--- src/rtl/morse_keyer_if.sv ---
// Pattern handshake between the scancode-to-Morse encoder (master) and the keyer (slave).
interface morse_keyer_if;
  logic       sym_valid;
  logic [2:0] sym_len;
  logic [3:0] sym_bits;
  logic       sym_ready;

  modport master (output sym_valid, output sym_len, output sym_bits, input sym_ready);
  modport slave  (input sym_valid, input sym_len, input sym_bits, output sym_ready);
endinterface

--- src/rtl/morse_keyer.sv ---
// Plays one letter's Morse pattern (1-4 elements) as a timed key signal with busy/done status.
// Optional buzzer square wave on tone_out when MORSE_KEYER_TONE_EN is defined.
module morse_keyer #(
`ifdef MORSE_KEYER_TONE_EN
  parameter int unsigned TONE_HALF   = 50_000,
`endif
  parameter int unsigned UNIT_CYCLES = 12_500_000
) (
  input  logic          clk,
  input  logic          rst_n,
  morse_keyer_if.slave  sym,
  output logic          key_out,
`ifdef MORSE_KEYER_TONE_EN
  output logic          tone_out,
`endif
  output logic          busy,
  output logic          done
);

  localparam int unsigned CW = (UNIT_CYCLES > 1) ? $clog2(UNIT_CYCLES) : 1;

  typedef enum logic [1:0] {S_IDLE, S_MARK, S_SPACE, S_GAP} state_e;

  state_e         state_q, state_d;
  logic [CW-1:0]  cyc_q, cyc_d;
  logic [1:0]     unit_q, unit_d;
  logic [3:0]     bits_q, bits_d;
  logic [1:0]     elem_q, elem_d;
  logic           key_q, busy_q, done_q, ready_q;
  logic           key_d, busy_d, done_d, ready_d;
  logic           unit_end, take, legal;
  logic [1:0]     mark_last_unit;

  // Next-state, counter and output computation
  always_comb begin
    unit_end       = (cyc_q == CW'(UNIT_CYCLES - 1));
    mark_last_unit = bits_q[3] ? 2'd2 : 2'd0;
    take           = sym.sym_valid && ready_q;
    legal          = (sym.sym_len != 3'd0) && (sym.sym_len <= 3'd4);

    state_d = state_q;
    cyc_d   = unit_end ? '0 : cyc_q + CW'(1);
    unit_d  = unit_end ? unit_q + 2'd1 : unit_q;
    bits_d  = bits_q;
    elem_d  = elem_q;
    done_d  = 1'b0;

    case (state_q)
      S_IDLE: begin
        cyc_d  = '0;
        unit_d = '0;
      end
      S_MARK: begin
        if (unit_end && (unit_q == mark_last_unit)) begin
          state_d = (elem_q != 2'd0) ? S_SPACE : S_GAP;
          cyc_d   = '0;
          unit_d  = '0;
        end
      end
      S_SPACE: begin
        if (unit_end) begin
          state_d = S_MARK;
          bits_d  = {bits_q[2:0], 1'b0};
          elem_d  = elem_q - 2'd1;
          cyc_d   = '0;
          unit_d  = '0;
        end
      end
      S_GAP: begin
        if (unit_end && (unit_q == 2'd2)) begin
          state_d = S_IDLE;
          done_d  = 1'b1;
          bits_d  = '0;
          elem_d  = '0;
          cyc_d   = '0;
          unit_d  = '0;
        end
      end
      default: begin
        state_d = S_IDLE;
        cyc_d   = '0;
        unit_d  = '0;
      end
    endcase

    // ready_q is only high in IDLE or the final gap cycle, so a take always starts from a clean slot
    if (take) begin
      cyc_d  = '0;
      unit_d = '0;
      if (legal) begin
        state_d = S_MARK;
        bits_d  = sym.sym_bits;
        elem_d  = 2'(sym.sym_len - 3'd1);
      end
    end

    key_d   = (state_d == S_MARK);
    busy_d  = (state_d != S_IDLE);
    // Pre-assert ready in the last gap cycle so a waiting letter starts right at the done edge
    ready_d = (state_d == S_IDLE) ||
              ((state_d == S_GAP) && (unit_d == 2'd2) && (cyc_d == CW'(UNIT_CYCLES - 1)));
  end

  always_ff @(posedge clk) begin
    if (!rst_n) begin
      state_q <= S_IDLE;
      cyc_q   <= '0;
      unit_q  <= '0;
      bits_q  <= '0;
      elem_q  <= '0;
      key_q   <= 1'b0;
      busy_q  <= 1'b0;
      done_q  <= 1'b0;
      ready_q <= 1'b0;
    end else begin
      state_q <= state_d;
      cyc_q   <= cyc_d;
      unit_q  <= unit_d;
      bits_q  <= bits_d;
      elem_q  <= elem_d;
      key_q   <= key_d;
      busy_q  <= busy_d;
      done_q  <= done_d;
      ready_q <= ready_d;
    end
  end

  assign key_out       = key_q;
  assign busy          = busy_q;
  assign done          = done_q;
  assign sym.sym_ready = ready_q;

`ifdef MORSE_KEYER_TONE_EN
  localparam int unsigned TW = (TONE_HALF > 1) ? $clog2(TONE_HALF) : 1;

  logic [TW-1:0] tone_cnt_q;
  logic          tone_q;

  // Square wave runs only while the key stays on; each mark restarts it low
  always_ff @(posedge clk) begin
    if (!rst_n || !key_d || !key_q) begin
      tone_cnt_q <= '0;
      tone_q     <= 1'b0;
    end else if (tone_cnt_q == TW'(TONE_HALF - 1)) begin
      tone_cnt_q <= '0;
      tone_q     <= ~tone_q;
    end else begin
      tone_cnt_q <= tone_cnt_q + TW'(1);
    end
  end

  assign tone_out = tone_q;
`endif

endmodule

--- src/flat_wrapper.sv ---
// flat-port wrapper written by rule: the top's interface ports become plain ports
module morse_keyer_flat 
#(

  parameter int unsigned UNIT_CYCLES = 12_500_000
)
  (clk, rst_n, key_out, busy, done, sym_sym_valid, sym_sym_len, sym_sym_bits, sym_sym_ready);
  morse_keyer_if sym_i ();
  input  logic clk;
  input  logic rst_n;
  output logic key_out;
  output logic busy;
  output logic done;
  input wire logic [$bits(sym_i.sym_valid)-1:0] sym_sym_valid;
  input wire logic [$bits(sym_i.sym_len)-1:0] sym_sym_len;
  input wire logic [$bits(sym_i.sym_bits)-1:0] sym_sym_bits;
  output wire logic [$bits(sym_i.sym_ready)-1:0] sym_sym_ready;
  assign sym_i.sym_valid = sym_sym_valid;
  assign sym_i.sym_len = sym_sym_len;
  assign sym_i.sym_bits = sym_sym_bits;
  assign sym_sym_ready = sym_i.sym_ready;
  morse_keyer #(.UNIT_CYCLES(UNIT_CYCLES)) u_core (.clk(clk), .rst_n(rst_n), .sym(sym_i), .key_out(key_out), .busy(busy), .done(done));
endmodule
--- config.mk ---
export PLATFORM = sky130hd
export DESIGN_NAME = morse_keyer_flat
export DESIGN_NICKNAME = d
export VERILOG_FILES = /design/src/rtl/morse_keyer_if.sv /design/src/rtl/morse_keyer.sv /design/src/flat_wrapper.sv
export SDC_FILE = /design/constraint.sdc
export NUM_CORES = 1
export LEC_CHECK = 0
export CAP_MARGIN = 20
export CORE_MARGIN = 10
export CORE_UTILIZATION = 40
export DETAILED_ROUTE_END_ITERATION = 12
export DONT_BUFFER_PORTS = 1
export PLACE_DENSITY = 0.62
export SLEW_MARGIN = 20
export SYNTH_ARGS = -nofsm -noshare
export SYNTH_HDL_FRONTEND = slang
export SYNTH_SLANG_ARGS = --single-unit
export TNS_END_PERCENT = 50
--- constraint.sdc ---
create_clock -name clk -period 3 [get_ports clk]
set_input_delay 0.45 -clock clk [delete_from_list [all_inputs] [get_ports clk]]
set_output_delay 0.45 -clock clk [all_outputs]
set_load 0.02 [all_outputs]
==> run metrics <==
f_max 0.402 GHz; WP data required 3230 ps; grt ovf 0; Layout area overhead 4.85%; DR vias 1738; status finished clean; R2R depth 11; Slew @ Worst Pin 628 ps; placed insts 306; row count 26; CP arrival 2710 ps; # Max-Cap Violations 0; maximum VDD drop 0.000164 V; R2R Path Start u_core.cyc_q[0]; share of cells above drive strength 1 0.127; fin crit period 2490 ps; Starting Density 0.417; Slew HR 0.578; final worst path period share 0.829; number of clock sinks 38; origin of the worst setup path u_core.cyc_q[0]; DRT iter0 DRCs 174; #FFs+latches synth 38; Core ar. 5140 sq um; pwr dens 421 nW/um^2; Yosys warning total 0; Final setup viols 0; crit path capture u_core.sym.sym_ready; DRC 0; final slew viol count 0; Syn Std Cell Area 2140 sq um; Syn Nets 259; clk slew on worst S/H paths 80 ps; worst-case clock buffer depth 2; asr flop ratio synth 0; critical path peak fanout 7; worst skew pair latency 300 ps; initial antenna violation count 0; Hold WC Path Type in -> reg; R2R Setup Slk 510 ps; met1 usage 0.144; Reg-to-Reg End u_core.sym.sym_ready; IO Count 14; chip width 93.2 um; IO Port Bufs 0; final hold vios 0; most common flop cell mapped by yosys dfxtp_1; Final ANT Viol Nets 0; LEAKAGE 0.716 nW; root buf cell clkbuf_8; global-route wire length before repair 7.81 mm; RSZ-0062 raised after global routing false; Pre-antenna DRT Iters 4; nets 258; Antenna Cells 0; total wire length 4.55 mm; Setup crit start kind flop; clk_skew 7.40 ps; kind of critical path reg -> reg; Vias/cell 5.54; postcts setup bufs 0; Cell Count, Final, Fillers Out 314; M2 GR Usage 0.161; Die Area 8680 sq um; Mapped Cells 244; fillers 540; GRT Max-Usage Layer met2; Placer Congestion 0.867; register area share after synthesis 0.355; Synth cell types 58; met3 Usage GRT 0.0280; pin count of the biggest net entering global routing 14; syn_area_per_cell 8.78 sq um; Tot GR Track Use 0.111; CTS Hold Bufs 0; TritonCTS clock tree done; number of synthesized flops with an enable pin 0; Setup TNS Final 0 ps; Setup crit end kind flop; H-tree depth 2; DP HPWL 3.38 mm; die height 93.2 um; Num CTS Buffers 5; # resized after CTS 0; per-cell routed wire length 14.5 um; vias in the first global route 1640
## where the power goes
group	total (mW)	switching (mW)	leakage (nW)	internal (mW)
combinational	0.0435	0.0253	0.362	0.0182
sequential	0.525	0.0118	0.307	0.513
clock	0.377	0.192	0.0472	0.185
## stage by stage
step / worst slack [ps] / hold slack (ps) / total power, mW / cell area [sq um] / utilization
2_1_floorplan: 715 / 448 / 0.570 / 2140 / -
3_3_place_gp: 641 / 462 / 0.580 / 2150 / 0.418
3_5_place_dp: 510 / 465 / 0.581 / 2150 / 0.418
4_1_cts: 510 / 264 / 0.957 / 2250 / 0.437
5_1_grt: 285 / 274 / 0.982 / 2250 / 0.437
6_report: 512 / 267 / 0.946 / 2250 / 0.437
## final cells by class
type / count / area, sq um / area share
clock buffers: 6 / 82.6 / 0.0368
clock inverters: 2 / 12.5 / 0.00557
inverters: 11 / 41.3 / 0.0184
multi-input cells: 185 / 1250 / 0.555
flip-flops and latches: 38 / 761 / 0.339
well taps: 70 / 87.6 / 0.0390
repair buffers: 2 / 15.0 / 0.00669
## worst min path at each step
| stage | slack, ps | from | end | depth (start not counted) |
|---|---|---|---|---|
| after global placement | 460 | u_core.bits_q[0] | u_core.bits_q[0] | 2 |
| final | 270 | rst_n | u_core.unit_q[1] | 1 |
| after detailed placement | 470 | u_core.bits_q[0] | u_core.bits_q[0] | 2 |
| after global routing | 270 | rst_n | u_core.unit_q[1] | 1 |
| after floorplan | 450 | u_core.bits_q[0] | u_core.bits_q[0] | 2 |
| after CTS | 260 | rst_n | u_core.unit_q[1] | 1 |
## registers in the layout (all words and copies together), names as in the netlist
| name | flops |
|---|---|
| u_core.sym.sym_ready | 1 |
| u_core.done | 1 |
| u_core.state_q | 2 |
| u_core.bits_q | 4 |
| u_core.busy | 1 |
| u_core.unit_q | 2 |
| u_core.key_out | 1 |
| u_core.cyc_q | 24 |
| u_core.elem_q | 2 |
## cells by family (layout without fill, tap and decap cells)
kind of cell / after synthesis / after routing / share of synthesized area
adders and majority gates: 5 / 5 / 0.0292
buffers and inverters: 21 / 21 / 0.0631
xor gates and xnor gates: 22 / 22 / 0.0900
DFF: 38 / 38 / 0.355
AOI/OAI and AO/OA: 29 / 29 / 0.108
muxes: 4 / 4 / 0.0193
and+or+nand+nor: 125 / 125 / 0.335
## Yosys cell counts, drive strengths merged, types with 2 or more instances
master,count,area share
dfxtp,38,0.36
nor2,37,0.068
nand3,18,0.050
nand2,16,0.028
xnor2,11,0.045
xor2,11,0.045
inv,10,0.018
nand4,10,0.032
and3,8,0.025
nor4,8,0.036
clkbuf,7,0.018
nor3,7,0.019
ha,5,0.029
o31ai,5,0.022
a21oi,4,0.0093
a221oi,4,0.016
and2,3,0.0088
mux2i,3,0.014
nor2b,3,0.0088
a211oi,2,0.0070
a31oi,2,0.0058
buf,2,0.011
nand3b,2,0.0070
nand4b,2,0.0082
nor3b,2,0.0070
o21ai,2,0.0047
o22ai,2,0.0058
or2,2,0.0058
## metal layers
metal  wire length (um)  up-vias
met2               1960       42
met1               2250      816
li1                   -      870
met3                217       10
met4                125        0
met5                  0        -
## critical path: stages, from the launching register on
cell and delay (ps):
dfxtp_1 430, ha_1 260, nand4_1 130, or2_2 360
nor2_4 170, inv_2 90, ha_1 200, nor3b_1 190
a31oi_1 60, o22ai_1 180, nand4_1 130, o31ai_2 220
## layout by cell type, fill, tap and decap left out, types with 2 or more instances in the layout
cell      count
xor2_1       11
a221oi_1      4
nand2_1      16
nor4_2        2
nor2b_1       3
nand4b_1      2
nand3_1      16
nand4_1       9
and2_1        3
or2_2         2
xnor2_1      11
a21oi_1       4
nor3b_1       2
mux2i_1       3
a211oi_1      2
ha_1          5
nor2_1       36
nor3_1        6
o31ai_1       3
o22ai_1       2
o31ai_2       2
and3_2        3
a31oi_1       2
nor4_1        5
buf_4         2
dfxtp_1      38
clkbuf_8      6
nand3b_1      2
inv_1         9
o21ai_0       2
and3_1        5
(Power assumes the default switching activity.)
